<file path="src/rtl/approx_mult_error_monitor.sv">
// rtl/approx_mult_error_monitor.sv - error-distance statistics monitor for an approximate multiplier
module approx_mult_error_monitor #(
    parameter int WIDTH = 4,
    parameter int CNT_W = 16,
    parameter int SUM_W = 24
) (
    input  logic                 clk,
    input  logic                 rst_n,
    input  logic                 start,
    input  logic [CNT_W-1:0]     num_samples,
    input  logic                 in_valid,
    output logic                 in_ready,
    input  logic [WIDTH-1:0]     op_a,
    input  logic [WIDTH-1:0]     op_x,
    input  logic [2*WIDTH-1:0]   approx_y,
    output logic                 busy,
    output logic                 done,
    output logic [CNT_W-1:0]     sample_cnt,
    output logic [CNT_W-1:0]     err_cnt,
    output logic [SUM_W-1:0]     err_sum,
    output logic [2*WIDTH-1:0]   err_max,
    output logic [WIDTH-1:0]     max_a,
    output logic [WIDTH-1:0]     max_x
);

    localparam int PW = 2 * WIDTH;

    typedef enum logic [1:0] {
        S_IDLE,
        S_RUN,
        S_DRAIN,
        S_DONE
    } state_t;

    state_t             state;
    logic [CNT_W-1:0]   target;
    logic [CNT_W-1:0]   accepted;
    logic [CNT_W-1:0]   accepted_nxt;
    logic               accept;
    logic               start_take;

    logic [PW-1:0]      exact;
    logic [PW-1:0]      ed;

    logic               s1_valid;
    logic [PW-1:0]      s1_ed;
    logic               s1_nz;
    logic [WIDTH-1:0]   s1_a;
    logic [WIDTH-1:0]   s1_x;
    logic [SUM_W:0]     sum_ext;

    assign accept       = in_valid & in_ready;
    assign accepted_nxt = accepted + 1'b1;
    assign start_take   = start & ((state == S_IDLE) | (state == S_DONE));

    always_comb begin
        exact = {{WIDTH{1'b0}}, op_a} * {{WIDTH{1'b0}}, op_x};
        ed    = (exact >= approx_y) ? (exact - approx_y) : (approx_y - exact);
    end

    // One extra bit catches the carry out so the sum can clamp instead of wrapping
    assign sum_ext = {1'b0, err_sum} + {{(SUM_W + 1 - PW){1'b0}}, s1_ed};

    always_ff @(posedge clk or negedge rst_n) begin
        if (!rst_n) begin
            state    <= S_IDLE;
            target   <= '0;
            accepted <= '0;
            in_ready <= 1'b0;
            busy     <= 1'b0;
            done     <= 1'b0;
        end else begin
            case (state)
                S_IDLE, S_DONE: begin
                    if (start) begin
                        target   <= num_samples;
                        accepted <= '0;
                        if (num_samples != '0) begin
                            state    <= S_RUN;
                            in_ready <= 1'b1;
                            busy     <= 1'b1;
                            done     <= 1'b0;
                        end else begin
                            state    <= S_DONE;
                            in_ready <= 1'b0;
                            busy     <= 1'b0;
                            done     <= 1'b1;
                        end
                    end
                end
                S_RUN: begin
                    if (accept) begin
                        accepted <= accepted_nxt;
                        if (accepted_nxt == target) begin
                            state    <= S_DRAIN;
                            in_ready <= 1'b0;
                        end
                    end
                end
                S_DRAIN: begin
                    if (!s1_valid) begin
                        state <= S_DONE;
                        busy  <= 1'b0;
                        done  <= 1'b1;
                    end
                end
                default: begin
                    state    <= S_IDLE;
                    in_ready <= 1'b0;
                    busy     <= 1'b0;
                    done     <= 1'b0;
                end
            endcase
        end
    end

    always_ff @(posedge clk or negedge rst_n) begin
        if (!rst_n) begin
            s1_valid   <= 1'b0;
            s1_ed      <= '0;
            s1_nz      <= 1'b0;
            s1_a       <= '0;
            s1_x       <= '0;
            sample_cnt <= '0;
            err_cnt    <= '0;
            err_sum    <= '0;
            err_max    <= '0;
            max_a      <= '0;
            max_x      <= '0;
        end else begin
            s1_valid <= accept;
            if (accept) begin
                s1_ed <= ed;
                s1_nz <= (ed != '0);
                s1_a  <= op_a;
                s1_x  <= op_x;
            end

            if (s1_valid) begin
                sample_cnt <= sample_cnt + 1'b1;
                err_cnt    <= err_cnt + {{(CNT_W - 1){1'b0}}, s1_nz};
                err_sum    <= sum_ext[SUM_W] ? {SUM_W{1'b1}} : sum_ext[SUM_W-1:0];
                // Strict compare keeps the first sample that hit the maximum
                if (s1_ed > err_max) begin
                    err_max <= s1_ed;
                    max_a   <= s1_a;
                    max_x   <= s1_x;
                end
            end

            // A start is only honoured with the pipeline empty, so clearing here never drops a sample
            if (start_take) begin
                sample_cnt <= '0;
                err_cnt    <= '0;
                err_sum    <= '0;
                err_max    <= '0;
                max_a      <= '0;
                max_x      <= '0;
            end
        end
    end

endmodule
</file>
<file path="config.mk">
export PLATFORM = sky130hd
export DESIGN_NAME = approx_mult_error_monitor
export DESIGN_NICKNAME = d
export VERILOG_FILES = /design/src/rtl/approx_mult_error_monitor.sv
export SDC_FILE = /design/constraint.sdc
export NUM_CORES = 1
export LEC_CHECK = 0
export ABC_AREA = 0
export ABC_CLOCK_PERIOD_IN_PS = 3200
export BUFFER_PORTS_ARGS = -buffer_cell sky130_fd_sc_hd__clkbuf_2
export CAP_MARGIN = 20
export CORE_MARGIN = 2
export CORE_UTILIZATION = 23
export CTS_BUF_LIST = sky130_fd_sc_hd__clkbuf_8
export CTS_CLUSTER_SIZE = 25
export DETAILED_ROUTE_END_ITERATION = 8
export GPL_TIMING_DRIVEN = 0
export PLACE_DENSITY = 0.37
export SKIP_LAST_GASP = 1
export SYNTH_ARGS = -nofsm -noshare
export SYNTH_HDL_FRONTEND = slang
export SYNTH_SLANG_ARGS = --single-unit
</file>
<file path="constraint.sdc">
create_clock -name clk -period 3.2 [get_ports clk]
set_clock_uncertainty 0.2 [all_clocks]
set_input_delay 0 -clock clk [delete_from_list [all_inputs] [get_ports clk]]
set_output_delay 0 -clock clk [all_outputs]
set_load 0.05 [all_outputs]
</file>
==> impl_metrics.ini <==
[place]
dp_hpwl_mm = 18.0
post-place-ws_ns = -1.29
gp_congestion = 0.748
placed_cells = 1425
portBuffers = 110

[final_layout]
n_antenna_cell = 0
layout_common_cells = dfrtp_1 (127), nand2_1 (113), clkbuf_2 (104)
layout_commonest_cell = dfrtp_1
drive_gt1_frac = 0.199
final_cells = 1502
nets = 1135
syn2layout_area_growth_pct = 29.5

[routing]
avgViaCountPerCell = 4.48
drc_errors = 0
routed_wl_mm = 24.5
drtIter0Drc = 287
antenna_left = 0
wl_per_cell_um = 16.3
via_count = 6729
firstDrtPassIters = 4

[synthesis]
synth_nets = 960
synthFlopType = dfrtp_1
seq_area_frac_synth = 0.405
syn-cell-area_sq_um = 7840
ys_types = 67
synth_seq_cells = 127
netlist_instances = 866
yosysWarnings = 0
async_reset_ff_frac = 1.00
synth-edff-count = 0
avgSynthCellArea_sq_um = 9.05

[sta]
min_period_ns = 3.68
timing.final.ws_setup_ns = -0.477
setup_violations = 8
tightestPinTransition_ns = 0.984
rsz0062_at_grt = yes
min_period_over_period = 1.15
hold_viol = 0
fmaxAchievable_mhz = 272
maxSlewHeadroom = 0.339
drv_slew = 0

[critical_path]
slowest_stage = fa_1
worst-path-buf-inv = 5
crit_chain = buf_8 -> nand2_4 -> fa_1 -> inv_2 -> fa_1 -> ha_1 -> a21o_1 -> a21oi_4 -> xnor2_2 -> ha_1 -> buf_8 -> a21oi_4 -> nand4_1 -> a21oi_4 -> buf_6 -> buf_6 -> mux2i_1 -> xnor2_1 -> mux2_4
worstSetupPathType = input pin to flop
worstSetupEndpointType = flop
cp.required_ns = 3.35
crit_arrival_ns = 3.83
cpLargestDelayFamily = adder cells
timing.critical_path.mode_cell = a21oi_4
max_stage_delay_ns = 0.54
crit_fanout = 4
cp-start-kind = input pin

[global_route]
track_usage = 0.143
grt_first_pass_wirelength_mm = 39.6
grt_pass1_vias = 6967
antenna_found_initial = 0
grt_overflow = 0
grt_max_degree = 93

[floorplanning]
fp-row-count = 67
ios = 111
die_w_um = 189
fp.dieArea_sq_um = 35600
core-area_sq_um = 33500
dieHeight_um = 189
start_util = 0.234

[clocking]
cts_buffers = 17
root_buffer = clkbuf_8
cts_tree = yes
htreeDepth = 4
path_clk_slew_ns = 0.08
cts_sinks = 127
clk-insertion-delay-late_ns = 0.46
cts_buffer_depth = 2

[run]
maxCapViolations = 0

[pwr]
ir_drop_mv = 0.283
p_leak_nw = 4.77
p_total_mw = 8.26
p_per_area_nw_per_um2 = 814

[outcome]
violations = setup timing
status = finished with violations

[worst_hold_path]
hold_class = input pin to flop
==> power breakdown <==
| part | switching [mW] | leakage [nW] | internal (mW) |
|---|---|---|---|
| Sequential | 0.402 | 1.67 | 2.03 |
| Combinational | 2.88 | 2.92 | 1.56 |
| Clock | 0.724 | 0.176 | 0.652 |
| Total | 4.01 | 4.77 | 4.25 |
==> cells by family (layout without fill, tap and decap cells) <==
kind of cell	count (synthesis)	in the layout	synth area share
adders and majority gates	58	58	0.0993
DFF	127	127	0.405
and+or+nand+nor	348	348	0.217
muxes	27	27	0.0353
xor gates and xnor gates	58	58	0.0648
buffers and inverters	81	269	0.0405
AOI/OAI and AO/OA	167	167	0.137
==> sequential cells by signal, indices dropped and copies added, names as in the netlist, 8 cells and up <==
signal      cells
target         16
sample_cnt     16
err_max         8
err_cnt        16
err_sum        24
s1_ed           8
accepted       16
==> Yosys cell counts (all sizes together) (16+ instances only) <==
library cell | count | area (sq um)
nand3 | 22 | 123
dfrtp | 127 | 3180
clkbuf | 24 | 90.1
ha | 51 | 638
nor2 | 90 | 338
nand2 | 116 | 435
a21oi | 35 | 179
mux2i | 25 | 250
nor3 | 16 | 80.1
and2 | 22 | 138
o21ai | 52 | 260
inv | 47 | 176
nand4 | 16 | 113
xnor2 | 29 | 254
xor2 | 29 | 254
==> path summary, 6_finish.rpt <==
kind / cells past startpoint / from / end / slack [ns]
hold reg to reg: 2 / s1_a[1] / s1_a[1] / 0.28
setup / recovery: 19 / op_a[0] / s1_ed[2] / -0.48
min in group asynchronous: 4 / rst_n / target[13] / 0.41
max in group asynchronous: 4 / rst_n / max_a[2] / 1.88
hold / removal: 4 / num_samples[4] / target[4] / 0.09
setup reg to reg: 10 / s1_ed[0] / err_sum[12] / 0.26
==> worst min-delay path: cells and delay by family <==
kind / cells / cell delay [ns]
buffers and inverters: 2 / 0.63
and+or+nand+nor: 2 / 0.08
==> timing repair <==
item	4_1_cts	5_1_grt
gates resized for setup	23	35
hold buffers	32	0
pin swaps	12	21
buffers inserted	7	8
setup endpoints to repair	18	40
endpoints found under the hold margin	170	0
==> layout make-up <==
cell class	instances	area, sq um
Buffer	31	145
Clock buffer	19	262
Clock inverter	13	116
Fill cell	3678	23400
Inverter	48	184
Multi-Input combinational cell	658	4580
Sequential cell	127	3180
Tap cell	448	561
Timing Repair Buffer	158	1120
==> layer usage <==
layer,part of all wire,vias up,routed length [um],GRT usage
li1,-,3376,-,-
met1,0.46,3233,11300,0.187
met2,0.49,109,12100,0.241
met3,0.034,11,835,0.0287
met4,0.0093,0,229,0.0349
met5,0,-,0,0
==> per-stage QoR <==
step	setup TNS (ns)	utilization	instance area [sq um]	hold WS, ns
3_5_place_dp	-9.71	0.270	9040	-0.255
6_report	-2.72	0.303	10100	0.0855
5_1_grt	-3.73	0.303	10100	0.0675
3_3_place_gp	-86.52	0.269	9010	0.0176
4_1_cts	-2.70	0.296	9940	0.0155
2_1_floorplan	-2.96	-	7900	-0.496
(Power assumes the default switching activity.)
